===== src/rtl/serial_digit_adder.sv =====
// Digit-serial adder: sum = a + b + cin, DIGIT_W bits per clock, LSB digit first.
// Latency: done pulses in the cycle after the NDIG-th RUN edge (NDIG+1 cycles after start is taken).
// Backpressure: start is taken only when ready=1 (IDLE or DONE); a start while busy is ignored.
//
// Ports:
//   clk    - rising-edge clock
//   rst_n  - asynchronous active-low reset
//   start  - operation request, accepted on a clk edge when ready=1
//   a, b   - WIDTH-bit operands, sampled only on an accepted start
//   cin    - carry-in, sampled only on an accepted start
//   ready  - a start can be accepted this cycle
//   busy   - digit loop in progress (sum holds partial results)
//   done   - one-cycle pulse, sum/cout/ovf valid
//   sum    - result, stable from done until the next accepted start
//   cout   - carry out of bit WIDTH-1
//   ovf    - signed overflow (SIGNED=1) or unsigned carry-out (SIGNED=0)
module serial_digit_adder #(
   parameter int WIDTH   = 16,
   parameter int DIGIT_W = 4,
   parameter int SIGNED  = 0
) (
   input  logic             clk,
   input  logic             rst_n,
   input  logic             start,
   input  logic [WIDTH-1:0] a,
   input  logic [WIDTH-1:0] b,
   input  logic             cin,
   output logic             ready,
   output logic             busy,
   output logic             done,
   output logic [WIDTH-1:0] sum,
   output logic             cout,
   output logic             ovf
);

   localparam int NDIG  = WIDTH / DIGIT_W;
   // Keep the index at least one bit wide so NDIG==1 still elaborates.
   localparam int IDX_W = (NDIG > 1) ? $clog2(NDIG) : 1;

   typedef enum logic [1:0] {
      S_IDLE = 2'd0,
      S_RUN  = 2'd1,
      S_DONE = 2'd2
   } state_t;

   state_t             r_state;
   logic [IDX_W-1:0]   r_idx;
   logic [WIDTH-1:0]   r_a;
   logic [WIDTH-1:0]   r_b;
   logic               r_carry;
   logic [WIDTH-1:0]   r_sum;
   logic               r_cout;
   logic               r_ovf;
   logic               r_ready;
   logic               r_busy;
   logic               r_done;

   logic [DIGIT_W-1:0] w_da;
   logic [DIGIT_W-1:0] w_db;
   logic [DIGIT_W-1:0] w_dsum;
   logic               w_dcarry;
   logic               w_msb_cin;
   logic               w_last;

   // The single shared DIGIT_W-wide adder, fed by the digit selected by r_idx.
   always_comb begin
      w_da = r_a[r_idx*DIGIT_W +: DIGIT_W];
      w_db = r_b[r_idx*DIGIT_W +: DIGIT_W];
      {w_dcarry, w_dsum} = {1'b0, w_da} + {1'b0, w_db} + {{DIGIT_W{1'b0}}, r_carry};
      // Carry into the top bit of the digit, recovered from that bit's sum:
      // s = a ^ b ^ c  =>  c = a ^ b ^ s. On the last digit this is the
      // carry into bit WIDTH-1, needed for two's-complement overflow.
      w_msb_cin = w_da[DIGIT_W-1] ^ w_db[DIGIT_W-1] ^ w_dsum[DIGIT_W-1];
      w_last    = (r_idx == IDX_W'(NDIG - 1));
   end

   always_ff @(posedge clk or negedge rst_n) begin
      if (!rst_n) begin
         r_state <= S_IDLE;
         r_idx   <= '0;
         r_a     <= '0;
         r_b     <= '0;
         r_carry <= 1'b0;
         r_sum   <= '0;
         r_cout  <= 1'b0;
         r_ovf   <= 1'b0;
         r_ready <= 1'b1;
         r_busy  <= 1'b0;
         r_done  <= 1'b0;
      end else begin
         case (r_state)
            S_IDLE, S_DONE: begin
               // DONE lasts exactly one cycle, so done drops here either way.
               r_done <= 1'b0;
               if (start) begin
                  r_a     <= a;
                  r_b     <= b;
                  r_carry <= cin;
                  r_idx   <= '0;
                  r_state <= S_RUN;
                  r_ready <= 1'b0;
                  r_busy  <= 1'b1;
               end else begin
                  r_state <= S_IDLE;
                  r_ready <= 1'b1;
                  r_busy  <= 1'b0;
               end
            end
            S_RUN: begin
               r_sum[r_idx*DIGIT_W +: DIGIT_W] <= w_dsum;
               r_carry <= w_dcarry;
               r_idx   <= r_idx + 1'b1;
               if (w_last) begin
                  r_cout  <= w_dcarry;
                  r_ovf   <= (SIGNED != 0) ? (w_msb_cin ^ w_dcarry) : w_dcarry;
                  r_state <= S_DONE;
                  r_ready <= 1'b1;
                  r_busy  <= 1'b0;
                  r_done  <= 1'b1;
               end
            end
            default: begin
               r_state <= S_IDLE;
               r_ready <= 1'b1;
               r_busy  <= 1'b0;
               r_done  <= 1'b0;
            end
         endcase
      end
   end

   assign ready = r_ready;
   assign busy  = r_busy;
   assign done  = r_done;
   assign sum   = r_sum;
   assign cout  = r_cout;
   assign ovf   = r_ovf;

endmodule


===== config.mk =====
export PLATFORM = sky130hd
export DESIGN_NAME = serial_digit_adder
export DESIGN_NICKNAME = d
export VERILOG_FILES = /design/src/rtl/serial_digit_adder.sv
export SDC_FILE = /design/constraint.sdc
export NUM_CORES = 1
export LEC_CHECK = 0
export BUFFER_PORTS_ARGS = -buffer_cell sky130_fd_sc_hd__buf_4
export CAP_MARGIN = 10
export CORE_UTILIZATION = 45
export DETAILED_ROUTE_END_ITERATION = 16
export PLACE_DENSITY = 0.65
export SLEW_MARGIN = 0
export SYNTH_ARGS = -nofsm -noshare
export SYNTH_HDL_FRONTEND = slang
export SYNTH_SLANG_ARGS = --single-unit

===== constraint.sdc =====
create_clock -name clk -period 4.13 [get_ports clk]
set_clock_uncertainty 0.2 [all_clocks]
set_input_delay 0.413 -clock clk [delete_from_list [all_inputs] [get_ports clk]]
set_output_delay 0.413 -clock clk [all_outputs]
set_load 0.005 [all_outputs]

; Word level (Yosys, flattened, before mapping)
; Index checks and enable logic that the tools add are counted.
[totals]
reg_bits = 57
out_inout_bits = 21
word_cells = 44
[op_classes]
addsub = 4
eq_ne = 5
n_shift = 4
muxes = 15
reduce_logical = 6
[ops]
columns = op, count
row1 = 4-bit negator with 34-bit output, 1
row2 = "4-bit by 34-bit variable shift with 16-bit output, first input constant", 1
row3 = 4-bit by 34-bit indexed part select with 16-bit output, 1
row4 = 16-bit by 5-bit indexed part select with 4-bit output, 2
row5 = 16-bit bitwise mux, 1
row6 = 2-bit one-hot mux with 2 select lines, 2
row7 = 1-bit 2-to-1 mux, 7
row8 = 1-bit one-hot mux with 2 select lines, 3
row9 = 2-bit AND reduction, 3
row10 = 4-bit by 4-bit adder with 5-bit output, 1
row11 = 5-bit by 1-bit adder with 5-bit output, 1
row12 = "2-bit == test, second input constant", 2
row13 = 2-bit 2-to-1 mux, 2
row14 = "2-bit inequality test, second input constant", 2
row15 = "2-bit by 1-bit adder with 2-bit output, second input constant", 1
row16 = "2-bit by 1-bit == test with 1-bit output, second input constant", 1
row17 = 2-bit zero test, 1
row18 = 2-bit nonzero test, 1
row19 = 2-bit OR reduction, 1

; Longest topological paths before layout
; Gate-level depths: netlist of the first run.
[depth]
depth_word = 5
mapped_depth = 7
ltp_nobuf = 6

; Worst setup path before layout of the first run
; OpenSTA, ideal clock, no wires.
[synth_path]
path_kind = register to register
startpoint = register r_idx[0]
endpoint = register r_carry
t_arrival_ns = 2.501
required_ns = 3.797
path_slack_ns = 1.296
path_stages_with_launch = 8
path_buffers = 1
period_less_slack_ns = 2.834
path_cell_list = dfrtp_1 buf_6 mux4_2 fa_1 fa_1 a21o_1 a21oi_1 o211ai_1
[synth_between]
elab_chain_cells = 4
word_cells_on_any_way = 5
[synth_rtl]
columns = element, line_no
row1 = "start, declared", 47  ; logic [IDX_W-1:0] r_idx;
row2 = "start signal, assigned", 112  ; r_idx <= r_idx + 1'b1;
row3 = 16-bit by 5-bit indexed part select with 4-bit output (on tied branches), "67, 68"
row4 = 4-bit by 4-bit adder with 5-bit output (*), 69  ; {w_dcarry, w_dsum} = {1'b0, w_da} + {1'b0, w_db} + {{DIGIT_W{1'b0}}, r_carry};
row5 = 5-bit by 1-bit adder with 5-bit output (*), 69
row6 = 1-bit one-hot mux with 2 select lines (*), 91  ; case (r_state)
row7 = "end signal, assigned", 98  ; r_carry <= cin;
row8 = "end signal, assigned", 111  ; r_carry <= w_dcarry;
row9 = "end, declared", 50  ; logic r_carry;
; Mark *: on every way between the ends. The rest lies on a longest branch, timed or not.
; A chain may end at the register's enable or synchronous reset.

; Final worst setup path of the first run
; Same ends and word-level chain as after synthesis.

==> run_results.csv, run 1 <==
group,metric,value,unit
outcome,outcome,"complete, no violations",
setup_path,r2r-end,"r_carry",
placed_design,dp_cells,358,
logic_synthesis,yosys.area_share.simple,0.2075,
placed_design,dpl_worst_slack,0.8841,ns
routing,wirelength,5.245,mm
cells_and_area,drive_gt1_frac,0.2610,
cells_and_area,finalNonFillerCells,367,
setup_path,slowest_delay,0.89,ns
timing,timing.hold.ws,0.09568,ns
floorplanning,core_area,5507,µm²
global_route,grt_pass1_vias,1872,
logic_synthesis,ys_seq_area_frac,0.5447,
logic_synthesis,synth_top_area_frac,0.5345,
logic_synthesis,synth_top_family_by_area,"simple AND/OR/NAND/NOR gates",
cts,htreeDepth,2,
setup_path,cpMaxStageDelayCell,"dfrtp_1",
cts,cts_buffers,5,
floorplanning,initial_core_util,0.4676,
cts,postCtsSetupBuffers,0,
global_route,grt_pass1_wl,8.942,mm
routing,drc_errors,0,
setup_path,worstPathArrival,3.17,ns
floorplanning,die-area,6029,µm²
setup_path,path_common_cell,"fa_1",
setup_path,path_cells,"mux4_2, fa_1, fa_1, a21o_1, a21oi_1, o211ai_1",
global_route,grt_overflow,0,
hold_path,hp-class,"input port to register",
logic_synthesis,post_synth_mux_area_share,0.07143,
logic_synthesis,post_synth_fa_ha_maj_area_fraction,0.05928,
floorplanning,die_h,77.65,µm
routing,wire_per_inst,14.29,µm
placed_design,port_buffers,56,
cells_and_area,area_growth,22.69,%
cts,cts_buffer_depth,2,
cells_and_area,nets,341,
logic_synthesis,synth_cell_types,35,
cts,clkLatencyLatePin,0.30,ns
setup_path,crit_fanout,17,
global_route,grt_max_degree,57,
placed_design,place_congestion,0.7988,
timing,max_slew.worst_pin.slew,0.8340,ns
logic_synthesis,ys_ff_latch,56,
floorplanning,fp.dieW,77.65,µm
logic_synthesis,ys_top_cells_by_area,"dfrtp_1 (53%), nand2_1 (15%), mux4_2 (6.1%)",
timing,finalWorstSetupSlack,0.9249,ns
timing,final_max_slew_viol_count,0,
floorplanning,io_pins,57,
logic_synthesis,syn_avg_cell_area,10.77,µm²
setup_path,worstSetupPathType,"register to register",
logic_synthesis,synthCells,239,
power,ir_drop,0.0004144,V
setup_path,cp_data_required_time,4.10,ns
logic_synthesis,synth_area,2575,µm²
timing,setup_tns,0,ns
power,power.internal,1.526,mW
cts,ctsRootBufferMaster,"clkbuf_8",
cts,cts.clk_slew.worst_paths,0.10,ns
cts,cts_tree,"built",
timing,fin_crit_sh,0.7760,
power,p_leak,1.615,nW
floorplanning,rows,27,
routing,dr.pass1.iters,4,
logic_synthesis,synth_warnings,0,
routing,avgViaCountPerCell,5.068,
power,clkPwrFrac,0.138,
power,p_sw,0.9859,mW
setup_path,r2r-start,"r_idx[0]",
timing,grt_setup_unrepaired,"false",
logic_synthesis,yosys.area_share.xor_xnor,0.006803,
cts,cts_resized,0,
cells_and_area,antenna_cells,0,
setup_path,startpoint,"r_idx[0]",
power,p_per_area,795.0,nW/µm²
routing,ant_nets,0,
logic_synthesis,synth_compound_area_frac,0.08260,
power,netSwitchingFraction,0.3925,
power,p_comb_frac,0.476,
timing,period_needed,3.205,ns
timing,fmax,312.0,MHz
setup_path,rr_worst_depth,6,
flow_run,maxCapViolCount,0,
cts,clock_sinks,56,
cells_and_area,fin_util,0.5737,
power,seqPwrFrac,0.386,
logic_synthesis,synth_top_area_cell,"dfrtp_1",
timing,slew_headroom,0.4440,
routing,drt_iter0_drc,94,
setup_path,cp-endpoint,"r_carry",
timing,setup_viol,0,
routing,via_count,1860,
global_route,grtUsageTotal,0.1897,
logic_synthesis,syn-num-nets,286,
setup_path,reg2reg_slack,0.92,ns
timing,hold_violations,0,
placed_design,dpl.hpwl,3.758,mm
global_route,antenna_found_initial,0,
setup_path,critPathCaptureType,"register",
cts,holdBufCountCts,1,
setup_path,cp-start-kind,"register",
[power by group through the flow]
stage | logic (mW) | registers, mW | clock network [mW]
after floorplan | 0.897 | 0.903 | 0
after global placement | 1.17 | 0.974 | 0
after detailed placement | 1.20 | 0.983 | 0
after CTS | 1.21 | 0.973 | 0.355
after global routing | 1.35 | 1.00 | 0.379
final | 1.20 | 0.969 | 0.347
[placed cells by master, fill, tap and decap left out, types with 2 or more instances in the layout]
| master | synthesis | final |
|---|---|---|
| a21oi_1 | 3 | 3 |
| a22o_1 | 10 | 10 |
| a32o_1 | 4 | 4 |
| buf_4 | 1 | 58 |
| clkbuf_1 | 3 | 2 |
| clkbuf_8 | 0 | 5 |
| dfrtp_1 | 55 | 55 |
| fa_1 | 2 | 2 |
| ha_1 | 9 | 9 |
| inv_1 | 3 | 3 |
| mux4_2 | 7 | 7 |
| nand2_1 | 100 | 100 |
| nand2b_1 | 2 | 2 |
| nand3_1 | 2 | 2 |
| nand3b_1 | 4 | 4 |
| nor2_1 | 3 | 3 |
| o21ai_0 | 2 | 2 |
| o31ai_1 | 4 | 4 |
| or3b_1 | 2 | 2 |
[layout make-up]
type	instances	area, µm²
Sequential cell	56	1403
Clock buffer	7	76.32
Clock inverter	1	30.03
Tap cell	72	90.09
Inverter	3	11.26
Fill cell	485	2347
Multi-Input combinational cell	169	1104
Timing Repair Buffer	59	445.4
[layer usage]
layer	vias to the layer above	GRT usage	share of wire
li1	910	-	-
met1	901	0.2549	0.46
met2	44	0.3177	0.49
met3	5	0.03059	0.033
met4	0	0.05472	0.0090
met5	-	0	0
[critical path: cells and delay by family, from the launching register on]
| kind | cells | cell delay (ns) |
|---|---|---|
| adder cells (fa/ha/maj) | 2 | 0.90 |
| flip-flops | 1 | 0.89 |
| multiplexers | 1 | 0.61 |
| AO/OA/AOI/OAI | 3 | 0.47 |
[state kept, by name (all words and copies together) (netlist names)]
register and count:
busy 1, ovf 1, ready 1, r_carry 1
r_idx 2, r_b 16, r_a 16, sum 16
r_state 2
[cells in the mapped netlist]
cell type and count:
fa_1 2, nand2b_1 2, nand3b_2 1, nand3b_1 4, a211oi_1 1, nor4_2 1, dfstp_2 1, a32o_1 4
o31ai_1 4, nor4b_4 1, xor2_1 1, a21oi_1 3, buf_4 1, nor2b_1 2, xnor2_1 1, inv_1 3
o211ai_1 1, nor2_2 1, nand2_1 100, a22o_1 10, or3b_1 2, o21ai_0 2, dfrtp_1 55, buf_2 6
ha_1 9, clkbuf_1 3, mux4_1 1, a21o_1 1, nand3_1 2, nor3_1 1, mux4_2 7, and2_1 1
buf_6 1, o21bai_1 1, nor2_1 3
[how the worst min path moves through the flow]
stage | start | end | slack [ns] | cells past startpoint
3_3_place_gp | r_b[7] | r_b[7] | 0.25 | 2
2_1_floorplan | rst_n | busy | -0.08 | 0
6_report | a[13] | r_a[13] | 0.1 | 3
5_1_grt | a[13] | r_a[13] | 0.09 | 3
4_1_cts | b[10] | r_b[10] | 0.09 | 3
3_5_place_dp | r_b[1] | r_b[1] | 0.26 | 2
[logic make-up (layout without fill, tap and decap cells)]
| logic type | count (synthesis) | in the layout |
|---|---|---|
| multiplexers | 8 | 8 |
| XOR/XNOR | 2 | 2 |
| AND/OR/NAND/NOR | 121 | 121 |
| adder cells (fa/ha/maj) | 11 | 11 |
| flip-flops | 56 | 56 |
| AO/OA/AOI/OAI | 27 | 27 |
| buffers and inverters | 14 | 70 |
[metrics by stage]
step	instance area, µm²	total power, mW
2_1_floorplan	2575	1.800
3_3_place_gp	3043	2.148
3_5_place_dp	3043	2.181
4_1_cts	3159	2.535
5_1_grt	3159	2.726
6_report	3159	2.512
(Power assumes the default switching activity.)
==> run 2: changes to the inputs <==
--- a/config.mk
+++ b/config.mk
@@ -9,7 +9,7 @@
 export CAP_MARGIN = 10
 export CORE_UTILIZATION = 45
 export DETAILED_ROUTE_END_ITERATION = 16
-export PLACE_DENSITY = 0.65
+export PLACE_DENSITY = 0.68
 export SLEW_MARGIN = 0
 export SYNTH_ARGS = -nofsm -noshare
 export SYNTH_HDL_FRONTEND = slang
==> constraint.sdc (replaced) <==
create_clock -name clk -period 2.7 [get_ports clk]
set_clock_uncertainty 0.2 [all_clocks]
set_input_delay 0.27 -clock clk [delete_from_list [all_inputs] [get_ports clk]]
set_output_delay 0.27 -clock clk [all_outputs]
set_load 0.005 [all_outputs]
==> run 2 against run 1 <==
  * Clock power is 58% higher
  * Worst hold slack worse by 0.081 ns
  * Largest power group unchanged
  * Critical path type unchanged
  * Global-route usage rose by 2.3 points
==> run_results.csv, run 2 (synthesis gave the netlist of run 1 again) <==
group,metric,value,unit
outcome,outcome,"complete, no violations",
global_route,grt_pass1_vias,2139,
timing,setup_viol,0,
timing,max_slew.worst_pin.slew,0.7024,ns
setup_path,cp-start-kind,"register",
placed_design,dpl.hpwl,3.794,mm
timing,period_needed,2.573,ns
setup_path,worstSetupPathType,"register to register",
placed_design,place_congestion,0.7799,
cells_and_area,fin_util,0.6408,
floorplanning,io_pins,57,
routing,wire_per_inst,13.99,µm
floorplanning,die_h,77.65,µm
power,fin_total_pwr,3.986,mW
cts,ctsRootBufferMaster,"clkbuf_8",
cells_and_area,area_growth,37.03,%
hold_path,hp-class,"input port to register",
setup_path,crit_fanout,6,
global_route,met2_usage,0.3779,
cells_and_area,final_cell_mix,"nand2_1 (100), buf_4 (63), dfrtp_1 (54)",
global_route,grt_max_degree,57,
cts,cts_buffer_depth,2,
setup_path,r2r-end,"sum[3]",
cts,cts_tree,"built",
placed_design,port_buffers,56,
cts,htreeDepth,2,
setup_path,cp-endpoint,"sum[3]",
setup_path,worstPathArrival,2.57,ns
cells_and_area,layout_commonest_cell,"nand2_1",
timing,timing.hold.ws,0.01460,ns
timing,hold_violations,0,
floorplanning,die-area,6029,µm²
global_route,grt_busiest_layer,"met2",
global_route,grt_use_met3,0.03882,
routing,avgViaCountPerCell,5.007,
power,p_leak,1.771,nW
cells_and_area,drive_gt1_frac,0.2620,
cells_and_area,stdcell_area,3528,µm²
setup_path,critPathCaptureType,"register",
setup_path,cp_data_required_time,2.70,ns
global_route,antenna_found_initial,0,
timing,slew_headroom,0.5317,
routing,dr.pass1.iters,4,
setup_path,startpoint,"r_idx[0]",
setup_path,r2r-start,"r_idx[0]",
routing,drt_iter0_drc,68,
cts,cts.clk_slew.worst_paths,0.10,ns
placed_design,postPlaceCellArea,3077,µm²
flow_run,maxCapViolCount,0,
global_route,grt_overflow,0,
setup_path,reg2reg_slack,0.13,ns
routing,drc_errors,0,
timing,fin_crit_sh,0.9529,
routing,ant_nets,0,
timing,grt_setup_unrepaired,"false",
power,p_per_area,1130,nW/µm²
floorplanning,fp.dieW,77.65,µm
power,ir_drop,0.0005710,V
routing,via_count,2023,
timing,final_max_slew_viol_count,0,
global_route,grtUsageTotal,0.2127,
hold_path,min_from,"cin",
cts,clkLatencyLatePin,0.31,ns
floorplanning,core_area,5507,µm²
global_route,grt_pass1_wl,9.970,mm
cts,clock_sinks,56,
global_route,grtUsageMet1,0.2699,
floorplanning,initial_core_util,0.4676,
timing,fmax,388.7,MHz
cells_and_area,nets,378,
cts,cts_buffers,5,
cells_and_area,antenna_cells,0,
routing,wirelength,5.652,mm
timing,setup_tns,0,ns
floorplanning,rows,27,
setup_path,rr_worst_depth,6,
==> run 2: cell count changes in the layout (fill, tap and decap cells not counted) <==
cell / change
fa_2: +2
fa_1: -2
clkinvlp_4: +1
clkinv_2: +1
clkbuf_1: -2
buf_4: +5
dlygate4sd3_1: +32
dfrtp_1: -1
dfrtp_2: +1
==> run 2: worst min-delay path by stage <==
stage / to / slack [ns] / depth (start not counted)
floorplan: busy / -0.23 / 0
global placement: sum[10] / 0.16 / 1
detailed placement: sum[10] / 0.17 / 1
CTS: r_carry / 0.01 / 3
global route: r_carry / 0.03 / 3
finish: r_carry / 0.01 / 3
==> run 2: routing by layer <==
metal / part of all wire / vias to the layer above / routed length [µm]
met5: 0 / - / 0
met4: 0.0078 / 0 / 44
met3: 0.033 / 6 / 186
met2: 0.51 / 45 / 2905
met1: 0.44 / 982 / 2515
li1: - / 990 / -
==> run 2: report_power, final <==
group	total [mW]	internal, mW	switching (mW)
clock network	0.548	0.275	0.273
registers	1.44	1.20	0.250
logic	1.99	0.959	1.03
total	3.99	2.43	1.56
==> run 2: critical path, cell delays in order (launching register included) <==
cell	delay (ns)
dfrtp_2	0.44
buf_4	0.16
mux4_2	0.50
ha_1	0.39
nor2_1	0.08
or3b_1	0.42
a32o_1	0.28
==> run 2: final cells by class <==
type                    count  area (µm²)
clock inverters             3       42.54
inverters                   3       11.26
multi-input cells         169        1109
clock buffers               5       68.82
flip-flops and latches     56        1404
repair buffers             96       803.3
fillers                   469        1978
well taps                  72       90.09
==> run 2: what timing repair did <==
action	4_1_cts	5_1_grt
gates resized for setup	0	1
setup endpoints to repair	0	2
hold endpoints to repair	87	0
hold buffers	33	0
buffers inserted	0	1
==> run 2: per-stage QoR <==
stage	instances	worst slack, ns
global route	404	0.01687
CTS	403	0.05033
floorplan	239	0.002655
global placement	362	0.1111
finish	404	0.1272
detailed placement	362	0.08260
